<file path="src/rtl/fpga_boot_seq_pkg.sv">
// Shared types and constants for the FPGA boot sequencer.
package fpga_boot_seq_pkg;

   typedef enum logic [1:0] {
      HOLD = 2'd0,
      RUN  = 2'd1,
      DONE = 2'd2
   } fpga_boot_seq_state_e;

   // Exit code reported when the RUN-state watchdog fires.
   localparam logic [31:0] EXIT_TIMEOUT_CODE = 32'hFFFF_FFFF;

   // Width of a counter that must reach n-1; never narrower than one bit.
   function automatic int cnt_width(input int n);
      return (n < 2) ? 1 : $clog2(n);
   endfunction

endpackage

</file>
<file path="src/rtl/fpga_btn_debounce.sv">
// Reset push-button conditioning: 2-flop synchroniser, polarity correction
// and a consecutive-cycle debounce counter. btn_db is 1 while pressed.
module fpga_btn_debounce
   import fpga_boot_seq_pkg::*;
#(
   parameter int DEBOUNCE_CYCLES = 4,
   parameter bit BTN_ACTIVE_HIGH = 1'b1
) (
   input  logic clk_gen,
   input  logic rst_n,
   input  logic btn,
   output logic btn_db
);

   localparam int DB_W = cnt_width(DEBOUNCE_CYCLES);
   localparam logic [DB_W-1:0] DB_LAST = DB_W'(DEBOUNCE_CYCLES - 1);

   logic            sync_meta_reg;
   logic            sync_reg;
   logic            pressed;
   logic [DB_W-1:0] db_cnt_reg;
   logic            btn_db_reg;

   // Polarity is applied after synchronisation so the sync flops reset to 0.
   assign pressed = BTN_ACTIVE_HIGH ? sync_reg : ~sync_reg;

   // Synchronise the raw pin and only accept a change after it persists.
   always_ff @(posedge clk_gen) begin
      if (!rst_n) begin
         sync_meta_reg <= 1'b0;
         sync_reg      <= 1'b0;
         db_cnt_reg    <= '0;
         btn_db_reg    <= 1'b0;
      end else begin
         sync_meta_reg <= btn;
         sync_reg      <= sync_meta_reg;
         if (pressed != btn_db_reg) begin
            if (db_cnt_reg == DB_LAST) begin
               btn_db_reg <= pressed;
               db_cnt_reg <= '0;
            end else begin
               db_cnt_reg <= db_cnt_reg + 1'b1;
            end
         end else begin
            db_cnt_reg <= '0;
         end
      end
   end

   assign btn_db = btn_db_reg;

endmodule

</file>
<file path="src/rtl/fpga_boot_sequencer.sv">
// Board-level reset/boot sequencer for x_heep_system. Holds the system in
// reset until the clock wizard is locked and the button is released for
// HOLD_CYCLES, latches the boot straps at release, captures the exit status
// and drives the status LED.
// Optional RUN-state watchdog: define FPGA_BOOT_SEQ_WDT_EN.
module fpga_boot_sequencer
   import fpga_boot_seq_pkg::*;
#(
   parameter int HOLD_CYCLES     = 16,
   parameter int DEBOUNCE_CYCLES = 4,
   parameter int LED_DIV         = 27,
   parameter bit BTN_ACTIVE_HIGH = 1'b1,
   parameter int WDT_CYCLES      = 2**30
) (
   input  logic        clk_i,
   input  logic        rst_ni,
   input  logic        btn_i,
   input  logic        pll_locked_i,
   input  logic        boot_select_raw_i,
   input  logic        exec_flash_raw_i,
   input  logic        exit_valid_i,
   input  logic [31:0] exit_value_i,
   output logic        sys_rst_no,
   output logic        boot_select_o,
   output logic        execute_from_flash_o,
   output logic [31:0] exit_code_o,
   output logic        done_o,
   output logic        timeout_o,
   output logic        status_led_o
);

   localparam int HOLD_W = cnt_width(HOLD_CYCLES);
   localparam logic [HOLD_W-1:0] HOLD_LAST = HOLD_W'(HOLD_CYCLES - 1);

   // Bit 0: pll_locked, bit 1: boot_select strap, bit 2: exec_flash strap.
   logic [2:0] raw_vec;
   logic [2:0] sync_meta_reg;
   logic [2:0] sync_reg;
   logic       locked_s;
   logic       boot_sel_s;
   logic       exec_flash_s;
   logic       btn_db;
   logic       ok;
   logic       wdt_expired;

   fpga_boot_seq_state_e state_reg, state_next;
   logic [HOLD_W-1:0]    hold_cnt_reg, hold_cnt_next;
   logic                 sys_rst_n_reg, sys_rst_n_next;
   logic                 boot_sel_reg, boot_sel_next;
   logic                 exec_flash_reg, exec_flash_next;
   logic [31:0]          exit_code_reg, exit_code_next;
   logic                 done_reg, done_next;
   logic                 timeout_reg, timeout_next;
   logic [LED_DIV-1:0]   led_cnt_reg;
   logic                 led;

   assign raw_vec = {exec_flash_raw_i, boot_select_raw_i, pll_locked_i};

   generate
      for (genvar gi = 0; gi < 3; gi++) begin : g_sync
         // Two-flop synchroniser for each asynchronous level input.
         always_ff @(posedge clk_i) begin
            if (!rst_ni) begin
               sync_meta_reg[gi] <= 1'b0;
               sync_reg[gi]      <= 1'b0;
            end else begin
               sync_meta_reg[gi] <= raw_vec[gi];
               sync_reg[gi]      <= sync_meta_reg[gi];
            end
         end
      end
   endgenerate

   assign locked_s     = sync_reg[0];
   assign boot_sel_s   = sync_reg[1];
   assign exec_flash_s = sync_reg[2];

   fpga_btn_debounce #(
      .DEBOUNCE_CYCLES (DEBOUNCE_CYCLES),
      .BTN_ACTIVE_HIGH (BTN_ACTIVE_HIGH)
   ) u_btn_debounce (
      .clk_gen (clk_i),
      .rst_n   (rst_ni),
      .btn     (btn_i),
      .btn_db  (btn_db)
   );

   assign ok = locked_s & ~btn_db;

`ifdef FPGA_BOOT_SEQ_WDT_EN
   localparam int WDT_W = cnt_width(WDT_CYCLES);
   localparam logic [WDT_W-1:0] WDT_LAST = WDT_W'(WDT_CYCLES - 1);

   logic [WDT_W-1:0] wdt_cnt_reg;

   // Count RUN cycles; any other state parks the counter at zero for the next entry.
   always_ff @(posedge clk_i) begin
      if (!rst_ni || state_reg != RUN) begin
         wdt_cnt_reg <= '0;
      end else begin
         wdt_cnt_reg <= wdt_cnt_reg + 1'b1;
      end
   end

   assign wdt_expired = (state_reg == RUN) && (wdt_cnt_reg == WDT_LAST);
`else
   // WDT_CYCLES has no role without the watchdog; timeout_reg is never set.
   logic wdt_cfg_unused;
   assign wdt_cfg_unused = |WDT_CYCLES;
   assign wdt_expired    = 1'b0;
`endif

   // Next-state and registered-output logic; HOLD always wins over an exit or a timeout.
   always_comb begin
      state_next      = state_reg;
      hold_cnt_next   = '0;
      sys_rst_n_next  = sys_rst_n_reg;
      boot_sel_next   = boot_sel_reg;
      exec_flash_next = exec_flash_reg;
      exit_code_next  = exit_code_reg;
      done_next       = done_reg;
      timeout_next    = timeout_reg;
      case (state_reg)
         HOLD: begin
            sys_rst_n_next = 1'b0;
            exit_code_next = '0;
            done_next      = 1'b0;
            timeout_next   = 1'b0;
            if (ok) begin
               if (hold_cnt_reg == HOLD_LAST) begin
                  state_next      = RUN;
                  sys_rst_n_next  = 1'b1;
                  boot_sel_next   = boot_sel_s;
                  exec_flash_next = exec_flash_s;
               end else begin
                  hold_cnt_next = hold_cnt_reg + 1'b1;
               end
            end
         end
         RUN: begin
            if (!ok) begin
               state_next     = HOLD;
               sys_rst_n_next = 1'b0;
               exit_code_next = '0;
               done_next      = 1'b0;
               timeout_next   = 1'b0;
            end else if (exit_valid_i) begin
               state_next     = DONE;
               exit_code_next = exit_value_i;
               done_next      = 1'b1;
            end else if (wdt_expired) begin
               state_next     = DONE;
               exit_code_next = EXIT_TIMEOUT_CODE;
               done_next      = 1'b1;
               timeout_next   = 1'b1;
            end
         end
         DONE: begin
            if (!ok) begin
               state_next     = HOLD;
               sys_rst_n_next = 1'b0;
               exit_code_next = '0;
               done_next      = 1'b0;
               timeout_next   = 1'b0;
            end
         end
         default: begin
            state_next     = HOLD;
            sys_rst_n_next = 1'b0;
            exit_code_next = '0;
            done_next      = 1'b0;
            timeout_next   = 1'b0;
         end
      endcase
   end

   // State register and all sequencer outputs.
   always_ff @(posedge clk_i) begin
      if (!rst_ni) begin
         state_reg      <= HOLD;
         hold_cnt_reg   <= '0;
         sys_rst_n_reg  <= 1'b0;
         boot_sel_reg   <= 1'b0;
         exec_flash_reg <= 1'b0;
         exit_code_reg  <= '0;
         done_reg       <= 1'b0;
         timeout_reg    <= 1'b0;
      end else begin
         state_reg      <= state_next;
         hold_cnt_reg   <= hold_cnt_next;
         sys_rst_n_reg  <= sys_rst_n_next;
         boot_sel_reg   <= boot_sel_next;
         exec_flash_reg <= exec_flash_next;
         exit_code_reg  <= exit_code_next;
         done_reg       <= done_next;
         timeout_reg    <= timeout_next;
      end
   end

   // Free-running blink divider; wraps silently.
   always_ff @(posedge clk_i) begin
      if (!rst_ni) begin
         led_cnt_reg <= '0;
      end else begin
         led_cnt_reg <= led_cnt_reg + 1'b1;
      end
   end

   // LED pattern: off in reset, slow blink running, solid on success, fast blink on error.
   always_comb begin
      led = 1'b0;
      case (state_reg)
         RUN:     led = led_cnt_reg[LED_DIV-1];
         DONE:    led = ((exit_code_reg != '0) || timeout_reg) ? led_cnt_reg[LED_DIV-3] : 1'b1;
         default: led = 1'b0;
      endcase
   end

   assign sys_rst_no           = sys_rst_n_reg;
   assign boot_select_o        = boot_sel_reg;
   assign execute_from_flash_o = exec_flash_reg;
   assign exit_code_o          = exit_code_reg;
   assign done_o               = done_reg;
   assign timeout_o            = timeout_reg;
   assign status_led_o         = led;

endmodule
</file>
<file path="config.mk">
export PLATFORM = sky130hd
export DESIGN_NAME = fpga_boot_sequencer
export DESIGN_NICKNAME = d
export VERILOG_FILES = /design/src/rtl/fpga_boot_seq_pkg.sv /design/src/rtl/fpga_btn_debounce.sv /design/src/rtl/fpga_boot_sequencer.sv
export SDC_FILE = /design/constraint.sdc
export NUM_CORES = 1
export LEC_CHECK = 0
export CAP_MARGIN = 20
export CORE_UTILIZATION = 40
export CTS_BUF_LIST = sky130_fd_sc_hd__clkbuf_8
export DETAILED_ROUTE_END_ITERATION = 16
export GPL_TIMING_DRIVEN = 0
export PLACE_DENSITY_LB_ADDON = 0.2
export SYNTH_ARGS = -nofsm -noshare
export SYNTH_HDL_FRONTEND = slang
export SYNTH_HIERARCHICAL = 1
export SYNTH_SLANG_ARGS = --single-unit
</file>
<file path="constraint.sdc">
create_clock -name clk_i -period 3.92 [get_ports clk_i]
set_clock_uncertainty 0.2 [all_clocks]
set_input_delay 0.392 -clock clk_i [delete_from_list [all_inputs] [get_ports clk_i]]
set_output_delay 0.392 -clock clk_i [all_outputs]
set_load 0.02 [all_outputs]
</file>
==> results.sh <==
export IMPL_drv_slew=0
export IMPL_pwr_share_seq=0.545
export IMPL_grt_first_pass_wirelength_um=12500
export IMPL_drive_above_1_share=0.0796
export IMPL_criticalPathCategory="flop to primary output"
export IMPL_cts_made_buffers=9
export IMPL_slew_headroom=0.657
export IMPL_pin_count=77
export IMPL_worstPathArrival_ns=2.80
export IMPL_crit_path_start_kind="flop"
export IMPL_synth_ff_type="dfxtp_1"
export IMPL_required_ns=3.33
export IMPL_slowest_delay_ns=0.64
export IMPL_first_iter_violations=114
export IMPL_p_clk_frac=0.411
export IMPL_seq_area_frac_synth=0.507
export IMPL_layout_nets=467
export IMPL_synth_async_sr_flop_share=0
export IMPL_yosysMostFrequentCell="dfxtp_1"
export IMPL_grt_use_total=0.189
export IMPL_rows=32
export IMPL_hold_ws_ns=0.237
export IMPL_dr_wl_met3_um=462
export IMPL_post_route_period_util=0.865
export IMPL_fp_dieW_um=90.9
export IMPL_vias=2718
export IMPL_postSynthCellCount=336
export IMPL_postCtsHoldBufs=0
export IMPL_post_cts_buffers=0
export IMPL_hpwlAfterDp_um=5290
export IMPL_cts_sink_count=80
export IMPL_grt_pass1_vias=2691
export IMPL_postRouteWirelength_um=7400
export IMPL_cp_slowest_cell="clkdlybuf4s50_1"
export IMPL_viasPerCell=5.14
export IMPL_clk_latency_ns=0.35
export IMPL_p_int_mw=1.16
export IMPL_cts_tree="built"
export IMPL_p_per_area_mw_per_mm2=355
export IMPL_finalSetupTns_ns=0
export IMPL_die_area_mm2=0.00826
export IMPL_rsz0062_at_grt="false"
export IMPL_cts_resized=0
export IMPL_min_path_type="flop to flop"
export IMPL_dieHeight_um=90.9
export IMPL_wirelength_met1_um=3520
export IMPL_drtAntennaViolNets=0
export IMPL_p_switching_mw=0.346
export IMPL_path_buf_inv=2
export IMPL_overflow=0
export IMPL_p_sw_frac=0.230
export IMPL_synth_net_count=381
export IMPL_path_max_fanout=4
export IMPL_dr_pass1_iters=4
export IMPL_cp_end_kind="primary output"
export IMPL_cts_root_buf="clkbuf_8"
export IMPL_grt_max_degree=16
export IMPL_synth_area_leaders="dfxtp_1, a22oi_1, nor2_1, a21oi_1, xor2_1"
export IMPL_coreArea_mm2=0.00769
export IMPL_clk_pin_slew_ns=0.09
export IMPL_p_comb_frac=0.043
export IMPL_dpl_cell_count=513
export IMPL_fmax_mhz=295
export IMPL_largest_reg_flops=32
export IMPL_setup_violations=0
export IMPL_synth_top_cell_area_share=0.507
export IMPL_cts_buffer_depth=2
export IMPL_insertedDiodeCount=0
export IMPL_antenna_found_initial=0
export IMPL_synth_common_cells="dfxtp_1, nor2_1, a22oi_1"
export IMPL_worstPathCellList="inv_1 > ha_1 > nor4b_1 > nand4_1 > or4_1 > o21ai_0 > clkdlybuf4s50_1"
export IMPL_period_minus_slack_ns=3.39
export IMPL_worst_slew_pin_transition_ns=0.515
export IMPL_run_status="finished clean"
export IMPL_maxCapViolCount=0
export IMPL_netlist_cell_type_count=39
export IMPL_ys_seq_elements=80
export IMPL_yosysWarnings=6
export IMPL_hold_viol=0
export IMPL_avgSynthCellArea_um2=9.40
export IMPL_ff2ff_setup_slack_ns=1.86
export IMPL_post_route_util=0.552
export IMPL_highest_layer="met4"
export IMPL_wl_met2_um=3360
export IMPL_io_buffer_count=75
export IMPL_area_growth_pct=34.3
export IMPL_drc=0
export IMPL_critical_path_top_delay_family="simple AND/OR/NAND/NOR gates"
export IMPL_setup_slack_ns=0.529
export IMPL_synth_edff_count=0
export IMPL_synth_largest_area_cell="dfxtp_1"
export IMPL_place_congestion=0.781
export IMPL_peakVddDrop_uv=153
export IMPL_htree_levels=3
export IMPL_start_util=0.411
export IMPL_avgRoutedWirePerCell_um=14.0
export IMPL_finalNonFillerCells=529
export IMPL_preCtsSetupSlack_ns=0.899
export IMPL_p_leak_nw=1.49
export IMPL_mappedNetlistArea_mm2=0.00316
## worst register-to-register path: cells and delay by family, from the launching register on
| kind | cells | cell delay, ns |
|---|---|---|
| AND/OR/NAND/NOR | 1 | 0.68 |
| flip-flops | 1 | 0.37 |
| AO/OA/AOI/OAI | 3 | 0.36 |
| adder cells (fa/ha/maj) | 1 | 0.28 |
| buffers and inverters | 1 | 0.07 |
## per-layer routing
metal  track usage  vias to the layer above
met5             0                        -
met4        0.0794                        0
met3        0.0581                        4
met2         0.293                       74
met1         0.244                     1266
li1              -                     1374
## cells by family after synthesis
| kind of cell | share of synthesized area |
|---|---|
| fa+ha+maj | 0.0238 |
| simple gates | 0.240 |
| xor+xnor | 0.0388 |
| flops | 0.507 |
| buf+inv | 0.0376 |
| other cells | 0.00119 |
| mux | 0.00951 |
| compound gates | 0.142 |
## cell usage in the layout, fill, tap and decap left out, types with 6 or more instances in the layout
cell type	netlist	final
nor2_1	52	52
buf_2	8	8
nand2_1	9	9
clkbuf_1	10	10
xor2_1	9	9
a22oi_1	32	32
o31ai_1	6	6
or4_1	10	10
a21oi_1	17	17
ha_1	6	6
o21ai_0	11	11
nand4_1	8	8
clkdlybuf4s50_1	0	75
and2_1	12	12
nand3_1	11	11
dfxtp_1	80	80
or3_1	8	8
clkbuf_8	0	9
## power groups by stage
stage                     Clock [mW]  Sequential (mW)  Combinational (mW)
after floorplan                    0            0.841              0.0197
after global placement             0            0.842              0.0650
after detailed placement           0            0.842              0.0657
after CTS                      0.632            0.823              0.0660
after global routing           0.675            0.823              0.0716
final                          0.620            0.822              0.0655
## layout make-up
type	count	area, um2
Tap cell	102	128
Buffer	21	96.3
Fill cell	709	3450
Multi-Input combinational cell	229	1440
Inverter	6	22.5
Clock inverter	7	80.1
Timing Repair Buffer	75	751
Clock buffer	9	124
Sequential cell	80	1600
## worst paths after layout
check             cells after the start        startpoint            to
setup / recovery                      7      state_reg[0]  status_led_o
hold / removal                        1  sync_meta_reg[1]    boot_sel_s
setup reg to reg                      6      state_reg[0]  state_reg[1]
hold reg to reg                       1  sync_meta_reg[1]    boot_sel_s
## per-stage QoR
| step | total power [mW] | instance area [um2] |
|---|---|---|
| after floorplan | 0.861 | 3160 |
| after global placement | 0.907 | 4040 |
| after detailed placement | 0.907 | 4040 |
| after CTS | 1.52 | 4240 |
| after global routing | 1.57 | 4240 |
| final | 1.51 | 4240 |
Note: power is estimated with default switching activity, not from simulation.
